**src/rtl/fft64_frame_ctrl.sv**
```systemverilog
// Frame sequencer for fft64: buffers 16 packed FIFO words, feeds 64 samples back-to-back, indexes output bins.
// Optional build macro FFT64_FRAME_CTRL_SAT_EN saturates input components to DW instead of truncating.
module fft64_frame_ctrl #(
  parameter int N     = 64,
  parameter int DW_IN = 16,
  parameter int DW    = 11,
  parameter int CNT_W = 16
) (
  input  logic             CLK,
  input  logic             RST,
  input  logic             enable,
  input  logic [127:0]     rd_data,
  input  logic             rd_empty,
  output logic             rd_en,
  output logic             fft_valid_a,
  output logic [DW-1:0]    fft_ar,
  output logic [DW-1:0]    fft_ai,
  input  logic             fft_full,
  input  logic             fft_valid_o,
  input  logic [DW-1:0]    fft_xr,
  input  logic [DW-1:0]    fft_xi,
  output logic             bin_valid,
  output logic [5:0]       bin_idx,
  output logic [DW-1:0]    bin_re,
  output logic [DW-1:0]    bin_im,
  output logic             frame_done,
  output logic [CNT_W-1:0] frame_cnt,
  output logic             busy,
  output logic             feed_err
);
  localparam int WORDS = N / 4;
  localparam int WW    = $clog2(WORDS);
  localparam int SW    = $clog2(N);

  typedef enum logic [1:0] {IDLE, FILL, WAIT, FEED} state_t;

  state_t        state;
  logic [WW-1:0] wcnt;
  logic [SW:0]   scnt;
  logic [5:0]    bcnt;
  logic [127:0]  frame_buf [WORDS];
  logic [127:0]  cur_word;
  logic [6:0]    lane_base;
  logic [DW_IN-1:0] cur_re, cur_im;

  function automatic logic [DW-1:0] conv(input logic [DW_IN-1:0] x);
`ifdef FFT64_FRAME_CTRL_SAT_EN
    logic signed [DW_IN-1:0] sx, hi, lo;
    sx = x;
    hi = DW_IN'((1 << (DW - 1)) - 1);
    lo = ~hi;
    if (sx > hi)      conv = hi[DW-1:0];
    else if (sx < lo) conv = lo[DW-1:0];
    else              conv = sx[DW-1:0];
`else
    conv = x[DW-1:0];
`endif
  endfunction

  // Popping is gated combinationally so rd_en can never be high on an empty FIFO.
  assign rd_en = (state == FILL) && !rd_empty;
  assign busy  = (state != IDLE);

  assign cur_word  = frame_buf[scnt[SW-1:2]];
  assign lane_base = {scnt[1:0], 5'd0};
  assign cur_re    = cur_word[lane_base +: DW_IN];
  assign cur_im    = cur_word[(lane_base + 7'd16) +: DW_IN];

  always_ff @(posedge CLK) begin
    if (rd_en) frame_buf[wcnt] <= rd_data;
  end

  // Sample 0 is launched on the WAIT exit edge so it appears the cycle after fft_full falls.
  always_ff @(posedge CLK or negedge RST) begin
    if (!RST) begin
      state       <= IDLE;
      wcnt        <= '0;
      scnt        <= '0;
      fft_valid_a <= 1'b0;
      fft_ar      <= '0;
      fft_ai      <= '0;
      feed_err    <= 1'b0;
    end else begin
      case (state)
        IDLE: if (enable) begin
          state <= FILL;
          wcnt  <= '0;
        end
        FILL: if (!rd_empty) begin
          if (wcnt == WW'(WORDS - 1)) begin
            state <= WAIT;
            wcnt  <= '0;
          end else begin
            wcnt <= wcnt + 1'b1;
          end
        end
        WAIT: if (!fft_full) begin
          state       <= FEED;
          fft_valid_a <= 1'b1;
          fft_ar      <= conv(cur_re);
          fft_ai      <= conv(cur_im);
          scnt        <= (SW+1)'(1);
        end
        FEED: begin
          if (fft_full) feed_err <= 1'b1;
          if (scnt == (SW+1)'(N)) begin
            fft_valid_a <= 1'b0;
            fft_ar      <= '0;
            fft_ai      <= '0;
            scnt        <= '0;
            wcnt        <= '0;
            state       <= enable ? FILL : IDLE;
          end else begin
            fft_ar <= conv(cur_re);
            fft_ai <= conv(cur_im);
            scnt   <= scnt + 1'b1;
          end
        end
        default: state <= IDLE;
      endcase
    end
  end

  always_ff @(posedge CLK or negedge RST) begin
    if (!RST) begin
      bin_valid  <= 1'b0;
      bin_idx    <= '0;
      bin_re     <= '0;
      bin_im     <= '0;
      frame_done <= 1'b0;
      frame_cnt  <= '0;
      bcnt       <= '0;
    end else begin
      bin_valid  <= fft_valid_o;
      frame_done <= fft_valid_o && (bcnt == 6'd63);
      if (fft_valid_o) begin
        bin_re  <= fft_xr;
        bin_im  <= fft_xi;
        bin_idx <= bcnt;
        bcnt    <= bcnt + 1'b1;
        if (bcnt == 6'd63) frame_cnt <= frame_cnt + 1'b1;
      end
    end
  end
endmodule

```
**config.mk**
```make
export PLATFORM = sky130hd
export DESIGN_NAME = fft64_frame_ctrl
export DESIGN_NICKNAME = d
export VERILOG_FILES = /design/src/rtl/fft64_frame_ctrl.sv
export SDC_FILE = /design/constraint.sdc
export NUM_CORES = 1
export LEC_CHECK = 0
export CAP_MARGIN = 20
export CORE_MARGIN = 2
export CORE_UTILIZATION = 30
export CTS_CLUSTER_DIAMETER = 200
export DETAILED_ROUTE_END_ITERATION = 12
export PLACE_DENSITY = 0.49
export SLEW_MARGIN = 10
export SYNTH_ARGS = -nofsm -noshare
export SYNTH_HDL_FRONTEND = slang
export SYNTH_SLANG_ARGS = --single-unit
```
**constraint.sdc**
```tcl
create_clock -name CLK -period 5.31 [get_ports CLK]
set_input_delay 0.7965 -clock CLK [delete_from_list [all_inputs] [get_ports CLK]]
set_output_delay 0.7965 -clock CLK [all_outputs]
set_load 0.01 [all_outputs]
```
==> impl_metrics.sql, run 1 <==
INSERT INTO impl_metrics (metric_group, metric, value, unit) VALUES
('run_status', 'outcome', 'completed', ''),
('grt', 'track_usage', '15.7', '%'),
('sta', 'timing.hold.ws', '0.459', 'ns'),
('setup_path', 'worst_r2r_startpoint', 'scnt[3]', ''),
('detailed_routing', 'via_per_inst', '4.97', ''),
('sta', 'post-route-min-period', '3.63', 'ns'),
('setup_path', 'worstReg2RegEnd', 'fft_ar[7]', ''),
('place', 'finalWeightedCongestion', '0.735', ''),
('synthesis', 'synthesis.instances', '2665', ''),
('setup_path', 'crit_path_top_delay_cell', 'sky130_fd_sc_hd__dfrtp_4', ''),
('synthesis', 'ys_seq_area_share', '77.5', '%'),
('final_layout', 'postLayoutCellArea', '68000', 'µm²'),
('floorplan', 'core', '190000', 'µm²'),
('clocking', 'clk_pin_slew', '0.06', 'ns'),
('sta', 'setup_repair_after_global_routing_missed_its_margin', 'false', ''),
('floorplan', 'floorplan.rows', '160', ''),
('final_layout', 'leading_cell_type_in_the_layout_fill_and_taps_excluded', 'sky130_fd_sc_hd__edfxtp_1', ''),
('clocking', 'post_cts_buffers', '0', ''),
('floorplan', 'initial_core_util', '30.2', '%'),
('grt', 'antenna_violations_before_repair', '24', ''),
('floorplan', 'fp.dieArea', '195000', 'µm²'),
('clocking', 'htree_num_levels', '4', ''),
('sta', 'max_freq', '0.276', 'GHz'),
('setup_path', 'endpoint_kind', 'register', ''),
('synthesis', 'netlist.area_leader.share', '73.6', '%'),
('floorplan', 'die_w', '441', 'µm'),
('synthesis', 'yosysTopAreaCell', 'sky130_fd_sc_hd__edfxtp_1', ''),
('pwr', 'cellLeakagePower', '20.9', 'nW'),
('setup_path', 'max_stage_delay', '0.81', 'ns'),
('clocking', 'tritoncts.num_buffers', '162', ''),
('pwr', 'pwr_density_cell', '451', 'nW/µm²'),
('sta', 'slew_headroom', '36.8', '%'),
('setup_path', 'worstSetupStartpoint', 'scnt[3]', ''),
('final_layout', 'nets', '3140', ''),
('place', 'hpwl', '87.4', 'mm'),
('synthesis', 'average_instance_area_after_synthesis', '21.5', 'µm²'),
('final_layout', 'multi_input_area', '12200', 'µm²'),
('final_layout', 'fillers', '17594', ''),
('synthesis', 'synth_edf_count', '1408', ''),
('setup_path', 'worst-r2r-setup-slack', '1.68', 'ns'),
('sta', 'hold_viol', '0', ''),
('grt', 'grt_max_degree', '101', ''),
('sta', 'tns', '0', 'ns'),
('synthesis', 'post_synth_instance_area', '57400', 'µm²'),
('floorplan', 'design.portCount', '228', ''),
('detailed_routing', 'vias', '27947', ''),
('final_layout', 'post-route-util', '35.8', '%'),
('clocking', 'cts_max_path_buffers', '3', ''),
('pwr', 'vdd_drop_max', '0.000338', 'V'),
('detailed_routing', 'drt-initial-drc-count', '2431', ''),
('setup_path', 'worstSetupEndpoint', 'fft_ar[7]', ''),
('clocking', 'clockRootBuffer', 'sky130_fd_sc_hd__clkbuf_16', ''),
('final_layout', 'area_delta_synth_final', '18.5', '%'),
('place', 'placedInstanceArea', '62800', 'µm²'),
('setup_path', 'worstPathMaxFanout', '41', ''),
('synthesis', 'async_flop_share', '5.95', '%'),
('setup_path', 'cp_required', '6.02', 'ns'),
('detailed_routing', 'first_pass_iters', '5', ''),
('sta', 'slew_viol_final', '0', ''),
('final_layout', 'layout_common_cells', '1408 x sky130_fd_sc_hd__edfxtp_1, 273 x sky130_fd_sc_hd__mux4_2, 186 x sky130_fd_sc_hd__clkdlybuf4s50_1', ''),
('synthesis', 'yosys_most_used_dff', 'sky130_fd_sc_hd__edfxtp_1', ''),
('synthesis', 'post_synthesis_net_count', '2834', ''),
('detailed_routing', 'detail-route-antenna-nets', '0', ''),
('setup_path', 'crit_path_start_kind', 'register', ''),
('grt', 'via_count_of_the_first_global_routing_pass', '28789', ''),
('clocking', 'clock_sinks', '1497', ''),
('grt', 'global_route_wire_length_before_repair', '219', 'mm'),
('final_layout', 'fraction_of_final_layout_cells_sized_beyond_drive_strength_1', '22.6', '%'),
('sta', 'clock_skew', '0.0422', 'ns'),
('detailed_routing', 'avgRoutedWirePerCell', '27.5', 'µm'),
('hold_path', 'timing.hold.worst.class', 'register to register', '');
-- worst min path at each step --
stage,startpoint,end,slack [ns],cells after the start
finish,feed_err,feed_err,0.46,1
global route,RST,frame_cnt[2],0.48,2
CTS,RST,frame_cnt[2],0.42,2
detailed placement,feed_err,feed_err,0.45,1
global placement,feed_err,feed_err,0.45,1
floorplan,scnt[6],scnt[6],0.45,1
-- cell usage after synthesis, types with 7 or more instances --
| master | n |
|---|---|
| sky130_fd_sc_hd__a21oi_1 | 28 |
| sky130_fd_sc_hd__o21ai_0 | 20 |
| sky130_fd_sc_hd__buf_4 | 28 |
| sky130_fd_sc_hd__a2111o_1 | 9 |
| sky130_fd_sc_hd__nor2b_1 | 8 |
| sky130_fd_sc_hd__a221oi_1 | 18 |
| sky130_fd_sc_hd__mux2i_1 | 162 |
| sky130_fd_sc_hd__a221o_1 | 17 |
| sky130_fd_sc_hd__o221ai_1 | 33 |
| sky130_fd_sc_hd__clkbuf_1 | 71 |
| sky130_fd_sc_hd__a22oi_1 | 82 |
| sky130_fd_sc_hd__buf_1 | 12 |
| sky130_fd_sc_hd__xnor2_1 | 16 |
| sky130_fd_sc_hd__and3_1 | 15 |
| sky130_fd_sc_hd__a211o_1 | 10 |
| sky130_fd_sc_hd__a22o_1 | 10 |
| sky130_fd_sc_hd__dfrtp_1 | 89 |
| sky130_fd_sc_hd__buf_2 | 23 |
| sky130_fd_sc_hd__nand3_1 | 28 |
| sky130_fd_sc_hd__nand2_1 | 28 |
| sky130_fd_sc_hd__nand4_1 | 13 |
| sky130_fd_sc_hd__o22ai_1 | 15 |
| sky130_fd_sc_hd__nor2_1 | 28 |
| sky130_fd_sc_hd__and2_1 | 18 |
| sky130_fd_sc_hd__edfxtp_1 | 1408 |
| sky130_fd_sc_hd__a211oi_1 | 14 |
| sky130_fd_sc_hd__nor3_1 | 12 |
| sky130_fd_sc_hd__mux4_2 | 273 |
| sky130_fd_sc_hd__ha_1 | 13 |
| sky130_fd_sc_hd__a31oi_1 | 7 |
| sky130_fd_sc_hd__inv_1 | 10 |
| sky130_fd_sc_hd__mux2_2 | 68 |
| sky130_fd_sc_hd__buf_6 | 10 |
-- worst max-delay path: cells and delay by family, from the launching register on --
family,cells,cell delay [ns]
muxes,1,0.33
buffers and inverters,2,1.29
AOI/OAI and AO/OA,4,1.06
DFF,1,0.81
-- sequential cells by signal (all words and copies together) (netlist names), 6 cells and up --
register / cells
bcnt: 6
bin_idx: 6
bin_im: 11
bin_re: 11
fft_ai: 11
fft_ar: 11
frame_buf: 1408
frame_cnt: 16
scnt: 7
-- cell type report --
cell class              instances  area share [%]
diodes                          3          0.0110
inverters                      13          0.0717
clock buffers                 214            6.49
repair buffers                287            4.33
multi-input cells            1010            17.9
well taps                    2511            4.62
flip-flops and latches       1497            65.4
clock inverters                85            1.15
-- per-stage QoR --
stage	setup slack [ns]	power [W]	cells
finish	1.68	0.0307	5620
global route	1.56	0.0319	5618
CTS	1.58	0.0311	5617
detailed placement	1.60	0.0201	5317
global placement	1.59	0.0200	5316
floorplan	1.37	0.0178	2665
-- power by group --
group / leakage, nW / switching, W / internal (W) / total [W]
Clock: 2.54 / 0.00469 / 0.00632 / 0.0110
Combinational: 4.56 / 0.00319 / 0.00277 / 0.00595
Sequential: 13.8 / 0.000330 / 0.0134 / 0.0137
-- metal layers --
metal	vias up	wire, µm	GRT usage, %	part of all wire (%)
met4	14	3100	3.60	2.0
met1	15081	69400	21.8	45
met3	229	7840	3.12	5.1
li1	11898	-	-	-
met2	725	74200	25.5	48
met5	-	88	0	0.057
-- what timing repair did --
item                      in CTS  in global routing
hold endpoints to repair      28                  0
hold buffers                   1                  0
gates resized for setup        0                  0
-- cells by family after synthesis --
kind of cell               Yosys count  synth area share [%]
adders and majority gates           13                 0.283
AOI/OAI and AO/OA                  292                  3.90
xor gates and xnor gates            20                 0.305
and+or+nand+nor                    182                  1.70
muxes                              503                  14.9
DFF                               1497                  77.5
buffers and inverters              158                  1.42
Power figures use the tool's default switching activity.
==> run 2, diff against run 1 <==
Clock period 5.31 ns to 3.6 ns, I/O delays scaled along.
==> run 2 against run 1 <==
- final cell count increased by 0.77%
- global-route usage increased by 0.17 points
- clock skew decreased by 0.014 ns
- sequential share of layout area decreased by 0.70 points
- first-iteration DRC count increased by 7.6%
- clock power increased by 49%
- setup slack got worse by 1.3 ns
==> impl_metrics.sql, run 2 (synthesis results as in run 1) <==
INSERT INTO impl_metrics (metric_group, metric, value, unit) VALUES
('run_status', 'outcome', 'completed', ''),
('final_layout', 'nets', '3182', ''),
('pwr', 'pwr_density_cell', '665', 'nW/µm²'),
('detailed_routing', 'detail-route-antenna-nets', '0', ''),
('detailed_routing', 'routed_wirelength', '156', 'mm'),
('grt', 'antenna_violations_before_repair', '25', ''),
('detailed_routing', 'first_pass_iters', '5', ''),
('floorplan', 'design.portCount', '228', ''),
('pwr', 'net_switching_component_of_the_power', '0.0121', 'W'),
('clocking', 'htree_num_levels', '4', ''),
('pwr', 'p_clk_share', '35.9', '%'),
('place', 'finalWeightedCongestion', '0.728', ''),
('pwr', 'part_of_the_total_power_dissipated_in_sequential_elements', '44.2', '%'),
('detailed_routing', 'avgRoutedWirePerCell', '27.6', 'µm'),
('floorplan', 'fp.dieArea', '195000', 'µm²'),
('clocking', 'cts_max_path_buffers', '3', ''),
('setup_path', 'worst-r2r-cell-count', '6', ''),
('sta', 'slew_headroom', '32.2', '%'),
('grt', 'track_usage', '15.9', '%'),
('detailed_routing', 'post-route-drc-count', '0', ''),
('floorplan', 'core', '190000', 'µm²'),
('grt', 'via_count_of_the_first_global_routing_pass', '29092', ''),
('hold_path', 'hold_path.startpoint', 'fft_xi[8]', ''),
('setup_path', 'crit_path_start_kind', 'register', ''),
('floorplan', 'floorplan.rows', '160', ''),
('clocking', 'clk_pin_slew', '0.06', 'ns'),
('final_layout', 'max_flop_register', 'frame_buf', ''),
('detailed_routing', 'vias', '28430', ''),
('grt', 'global_route_wire_length_before_repair', '220', 'mm'),
('clocking', 'cts_tree', 'yes', ''),
('place', 'place_inst', '5359', ''),
('grt', 'overflow', '0', ''),
('floorplan', 'die_w', '441', 'µm'),
('setup_path', 'arrival', '2.70', 'ns'),
('final_layout', 'post_layout_nonfiller_instances', '5663', ''),
('pwr', 'p_sw_share', '26.5', '%'),
('setup_path', 'cp_required', '3.06', 'ns'),
('pwr', 'cellLeakagePower', '21.2', 'nW'),
('final_layout', 'area_delta_synth_final', '19.8', '%'),
('final_layout', 'flip_flop_count_of_the_largest_register_all_copies_and_words_added', '1408', ''),
('sta', 'tns', '0', 'ns'),
('clocking', 'tritoncts.num_buffers', '162', ''),
('final_layout', 'leading_cell_type_in_the_layout_fill_and_taps_excluded', 'sky130_fd_sc_hd__edfxtp_1', ''),
('clocking', 'clock_sinks', '1497', ''),
('detailed_routing', 'via_per_inst', '5.02', ''),
('pwr', 'vdd_drop_max', '0.000504', 'V'),
('setup_path', 'worstSetupStartpoint', 'state[1]', ''),
('place', 'pre_cts_ws', '0.368', 'ns'),
('pwr', 'p_int', '0.0336', 'W'),
('sta', 'setup_repair_after_global_routing_missed_its_margin', 'false', ''),
('grt', 'grt_max_degree', '89', ''),
('final_layout', 'largestRegisters', 'frame_buf (1408), frame_cnt (16)', ''),
('sta', 'hold_viol', '0', ''),
('flow_run', 'max-cap-violations', '0', ''),
('sta', 'slew_viol_final', '0', ''),
('setup_path', 'worstPathMaxFanout', '7', ''),
('setup_path', 'endpoint_kind', 'primary output', ''),
('hold_path', 'min_delay_path_depth', '2', ''),
('sta', 'clock_skew', '0.0278', 'ns'),
('sta', 'max_freq', '0.308', 'GHz'),
('sta', 'final_min_period_over_clock_period', '90.1', '%'),
('sta', 'report.final.setup_viol', '0', ''),
('place', 'port_buffers', '187', ''),
('place', 'hpwl', '90.1', 'mm'),
('final_layout', 'layout_common_cells', '1408 x sky130_fd_sc_hd__edfxtp_1, 273 x sky130_fd_sc_hd__mux4_2, 186 x sky130_fd_sc_hd__clkdlybuf4s50_1', ''),
('pwr', 'combPwrFrac', '19.9', '%'),
('setup_path', 'setup.worst_path.class', 'register to primary output', ''),
('hold_path', 'timing.hold.worst.class', 'input pin to register', ''),
('sta', 'worst_max_slew_pin_slew', '1.01', 'ns'),
('clocking', 'clockRootBuffer', 'sky130_fd_sc_hd__clkbuf_16', ''),
('pwr', 'report.power.total', '0.0457', 'W'),
('floorplan', 'die_outline_height', '441', 'µm'),
('setup_path', 'worst_r2r_startpoint', 'scnt[2]', ''),
('final_layout', 'fraction_of_final_layout_cells_sized_beyond_drive_strength_1', '23.9', '%'),
('sta', 'post-route-min-period', '3.24', 'ns'),
('clocking', 'clock_latency_reported_for_the_late_side_of_the_worst_skew_pair', '0.80', 'ns'),
('detailed_routing', 'drt-initial-drc-count', '2615', ''),
('floorplan', 'initial_core_util', '30.2', '%'),
('sta', 'postLayoutSetupSlackWorst', '0.356', 'ns');
-- run 2: worst paths after layout --
kind / to / slack (ns)
max: rd_en / 0.36
min: bin_im[8] / 0.36
max reg2reg: fft_ai[2] / 0.46
min reg2reg: feed_err / 0.45
max in group asynchronous: bin_im[0] / 2.32
min in group asynchronous: bin_idx[2] / 0.43
-- run 2: stage by stage --
stage / hold WS, ns / area, µm² / utilization, %
2_1_floorplan: 0.244 / 57400 / -
4_1_cts: 0.291 / 68800 / 36.2
3_5_place_dp: 0.450 / 63500 / 33.4
5_1_grt: 0.313 / 68800 / 36.2
3_3_place_gp: 0.455 / 63500 / 33.4
6_report: 0.360 / 68800 / 36.2
-- run 2: critical path: stages (launching register included) --
cell                              delay (ns)
sky130_fd_sc_hd__dfrtp_1                0.42
sky130_fd_sc_hd__inv_1                  0.12
sky130_fd_sc_hd__ha_1                   0.30
sky130_fd_sc_hd__nor2b_1                0.34
sky130_fd_sc_hd__buf_4                  0.18
sky130_fd_sc_hd__clkdlybuf4s50_1        0.56
-- run 2: metal layers --
| metal | share of wire (%) | vias up | track usage, % |
|---|---|---|---|
| li1 | - | 11985 | - |
| met1 | 44 | 15397 | 21.9 |
| met2 | 48 | 799 | 25.6 |
| met3 | 5.2 | 235 | 2.98 |
| met4 | 2.6 | 14 | 4.79 |
| met5 | 0.054 | - | 0 |
-- run 2: area by class of cell --
class	instances	area [µm²]
Inverter	13	48.8
Multi-Input combinational cell	1010	12200
Tap cell	2511	3140
Antenna cell	2	5.00
Clock buffer	212	4470
Clock inverter	89	776
Fill cell	17517	121000
Timing Repair Buffer	329	3640
Sequential cell	1497	44500
-- run 2: what timing repair did --
item,4_1_cts,5_1_grt
endpoints found under the hold margin,55,0
hold buffers,1,0
resized for setup,0,0
buffers inserted,0,0
-- run 2: power by group through the flow --
stage               Combinational (W)  Clock [W]  Sequential (W)
floorplan                     0.00588          0          0.0204
global placement              0.00926          0          0.0206
detailed placement            0.00928          0          0.0206
CTS                           0.00930     0.0168          0.0202
global route                  0.00976     0.0175          0.0203
finish                        0.00912     0.0164          0.0202
==> run 3, diff against run 2 <==
Settings changed: SETUP_SLACK_MARGIN set to 0.05.
Clock period 3.6 ns to 4.2 ns, I/O delays scaled along.
==> run 3 against run 2 <==
- power down 14%
- combinational power down 16%
- critical path type is now register to register
- setup slack better by 0.39 ns
- highest routed layer unchanged
- largest cell class unchanged
- count of clock-buffer cells in the layout down 11
- largest power group unchanged
- worst hold slack better by 0.071 ns
==> impl_metrics.sql, run 3 (synthesis results as in run 1) <==
INSERT INTO impl_metrics (metric_group, metric, value, unit) VALUES
('sta', 'report.final.setup_viol', '0', ''),
('setup_path', 'setup.worst_path.class', 'register to register', ''),
('floorplan', 'core', '190000', 'µm²'),
('sta', 'final_min_period_over_clock_period', '82.2', '%'),
('detailed_routing', 'first_pass_iters', '5', ''),
('floorplan', 'initial_core_util', '30.2', '%'),
('sta', 'setup_repair_after_global_routing_missed_its_margin', 'false', ''),
('sta', 'hold_viol', '0', ''),
('clocking', 'post_cts_buffers', '0', ''),
('setup_path', 'worst-path-buf-inv', '3', ''),
('sta', 'slew_headroom', '31.1', '%'),
('final_layout', 'nets', '3174', ''),
('clocking', 'cts_tree', 'yes', ''),
('pwr', 'combPwrFrac', '19.5', '%'),
('place', 'pre_cts_ws', '0.709', 'ns'),
('setup_path', 'crit_family', 'compound AO/OA/AOI/OAI gates', ''),
('pwr', 'net_switching_component_of_the_power', '0.0105', 'W'),
('sta', 'worst_max_slew_pin_slew', '1.03', 'ns'),
('final_layout', 'post-route-util', '36.1', '%'),
('pwr', 'pwr_density_cell', '571', 'nW/µm²'),
('pwr', 'part_of_the_total_power_dissipated_in_sequential_elements', '44.2', '%'),
('pwr', 'p_clk_share', '36.3', '%'),
('sta', 'postLayoutSetupSlackWorst', '0.749', 'ns'),
('floorplan', 'design.portCount', '228', ''),
('setup_path', 'crit_path_start_kind', 'register', ''),
('sta', 'tns', '0', 'ns'),
('detailed_routing', 'vias', '28382', ''),
('setup_path', 'arrival', '4.14', 'ns'),
('grt', 'overflow', '0', ''),
('floorplan', 'die_outline_height', '441', 'µm'),
('grt', 'global_route_wire_length_before_repair', '223', 'mm'),
('pwr', 'p_int', '0.0288', 'W'),
('hold_path', 'timing.hold.worst.class', 'input pin to register', ''),
('floorplan', 'die_w', '441', 'µm'),
('final_layout', 'max_flop_register', 'frame_buf', ''),
('run_status', 'outcome', 'completed', ''),
('final_layout', 'flip_flop_count_of_the_largest_register_all_copies_and_words_added', '1408', ''),
('grt', 'track_usage', '16.0', '%'),
('clocking', 'clk_pin_slew', '0.06', 'ns'),
('setup_path', 'crit_path_top_delay_cell', 'sky130_fd_sc_hd__dfrtp_4', ''),
('detailed_routing', 'routed_wirelength', '157', 'mm'),
('pwr', 'vdd_drop_max', '0.000445', 'V'),
('grt', 'grt_max_degree', '80', ''),
('flow_run', 'max-cap-violations', '0', ''),
('sta', 'post-route-min-period', '3.45', 'ns'),
('grt', 'via_count_of_the_first_global_routing_pass', '29213', ''),
('detailed_routing', 'detail-route-antenna-nets', '0', ''),
('place', 'finalWeightedCongestion', '0.730', ''),
('floorplan', 'fp.dieArea', '195000', 'µm²'),
('final_layout', 'fraction_of_final_layout_cells_sized_beyond_drive_strength_1', '23.5', '%'),
('detailed_routing', 'drt-initial-drc-count', '2653', ''),
('clocking', 'clockRootBuffer', 'sky130_fd_sc_hd__clkbuf_16', ''),
('place', 'port_buffers', '187', ''),
('clocking', 'tritoncts.num_buffers', '161', ''),
('final_layout', 'postLayoutCellArea', '68700', 'µm²'),
('sta', 'max_freq', '0.290', 'GHz'),
('setup_path', 'cp_required', '4.89', 'ns'),
('setup_path', 'path_common_cell', 'sky130_fd_sc_hd__buf_12', ''),
('detailed_routing', 'post-route-drc-count', '0', ''),
('clocking', 'htree_num_levels', '4', ''),
('place', 'hpwl', '91.8', 'mm'),
('clocking', 'clock_sinks', '1497', ''),
('setup_path', 'worstPathMaxFanout', '24', ''),
('clocking', 'cts_max_path_buffers', '3', ''),
('final_layout', 'leading_cell_type_in_the_layout_fill_and_taps_excluded', 'sky130_fd_sc_hd__edfxtp_1', ''),
('pwr', 'p_sw_share', '26.6', '%'),
('pwr', 'report.power.total', '0.0393', 'W'),
('grt', 'antenna_violations_before_repair', '19', ''),
('setup_path', 'timing.critical_path.cells', 'buf_12, buf_12, mux4_2, mux2_2, a221oi_1, nor3_1, buf_4, a2111o_1', ''),
('floorplan', 'floorplan.rows', '160', ''),
('pwr', 'cellLeakagePower', '21.1', 'nW'),
('sta', 'clock_skew', '0.0406', 'ns'),
('place', 'placedInstanceArea', '63400', 'µm²'),
('final_layout', 'largestRegisters', 'frame_buf (1408), frame_cnt (16)', ''),
('setup_path', 'max_stage_delay', '0.77', 'ns'),
('final_layout', 'area_delta_synth_final', '19.7', '%'),
('clocking', 'clock_latency_reported_for_the_late_side_of_the_worst_skew_pair', '0.81', 'ns'),
('sta', 'slew_viol_final', '0', ''),
('setup_path', 'endpoint_kind', 'register', ''),
('detailed_routing', 'avgRoutedWirePerCell', '27.8', 'µm'),
('detailed_routing', 'via_per_inst', '5.02', ''),
('final_layout', 'layout_common_cells', '1408 x sky130_fd_sc_hd__edfxtp_1, 273 x sky130_fd_sc_hd__mux4_2, 186 x sky130_fd_sc_hd__clkdlybuf4s50_1', '');
## run 3: cell count changes in the layout (fill, tap and decap cells not counted), sizes merged
cell,delta
diode,+3
clkinv,+1
inv,-3
clkinvlp,+2
bufinv,+6
buf,-7
clkbuf,-11
## run 3: final timing paths
kind	start	end	slack [ns]	cells after the start
setup / recovery	scnt[2]	fft_ai[3]	0.75	8
hold / removal	fft_xr[3]	bin_re[3]	0.43	2
setup reg to reg	scnt[2]	fft_ai[3]	0.75	8
hold reg to reg	feed_err	feed_err	0.46	1
max in group asynchronous	RST	scnt[3]	2.89	3
min in group asynchronous	RST	bin_im[7]	0.49	2
## run 3: layer usage
| metal | up-vias | track usage [%] | part of all wire (%) |
|---|---|---|---|
| met5 | - | 0 | 0.045 |
| li1 | 11987 | - | - |
| met3 | 191 | 3.16 | 5.3 |
| met2 | 794 | 25.9 | 48 |
| met4 | 12 | 3.57 | 1.7 |
| met1 | 15398 | 22.3 | 45 |
## run 3: metrics by stage
step,hold WS [ns],std cells
after floorplan,0.334,2665
after global placement,0.452,5352
after detailed placement,0.457,5352
after CTS,0.359,5649
after global routing,0.376,5650
final,0.431,5654
## run 3: timing repair
action                    4_1_cts  5_1_grt
hold endpoints to repair       63        0
hold buffers                    1        0
resized for setup               0        0
## run 3: layout make-up
cell class / count / area [µm²]
clock inverters: 95 / 1050
multi-input cells: 1010 / 12200
repair buffers: 322 / 3520
flip-flops and latches: 1497 / 44500
inverters: 13 / 48.8
diodes: 5 / 12.5
well taps: 2511 / 3140
clock buffers: 201 / 4250
fillers: 17470 / 121000
## run 3: power groups by stage
stage	registers (W)	logic, W	clock network [W]
3_5_place_dp	0.0177	0.00780	0
2_1_floorplan	0.0175	0.00504	0
4_1_cts	0.0174	0.00782	0.0146
6_report	0.0173	0.00766	0.0143
5_1_grt	0.0174	0.00820	0.0152
3_3_place_gp	0.0177	0.00779	0
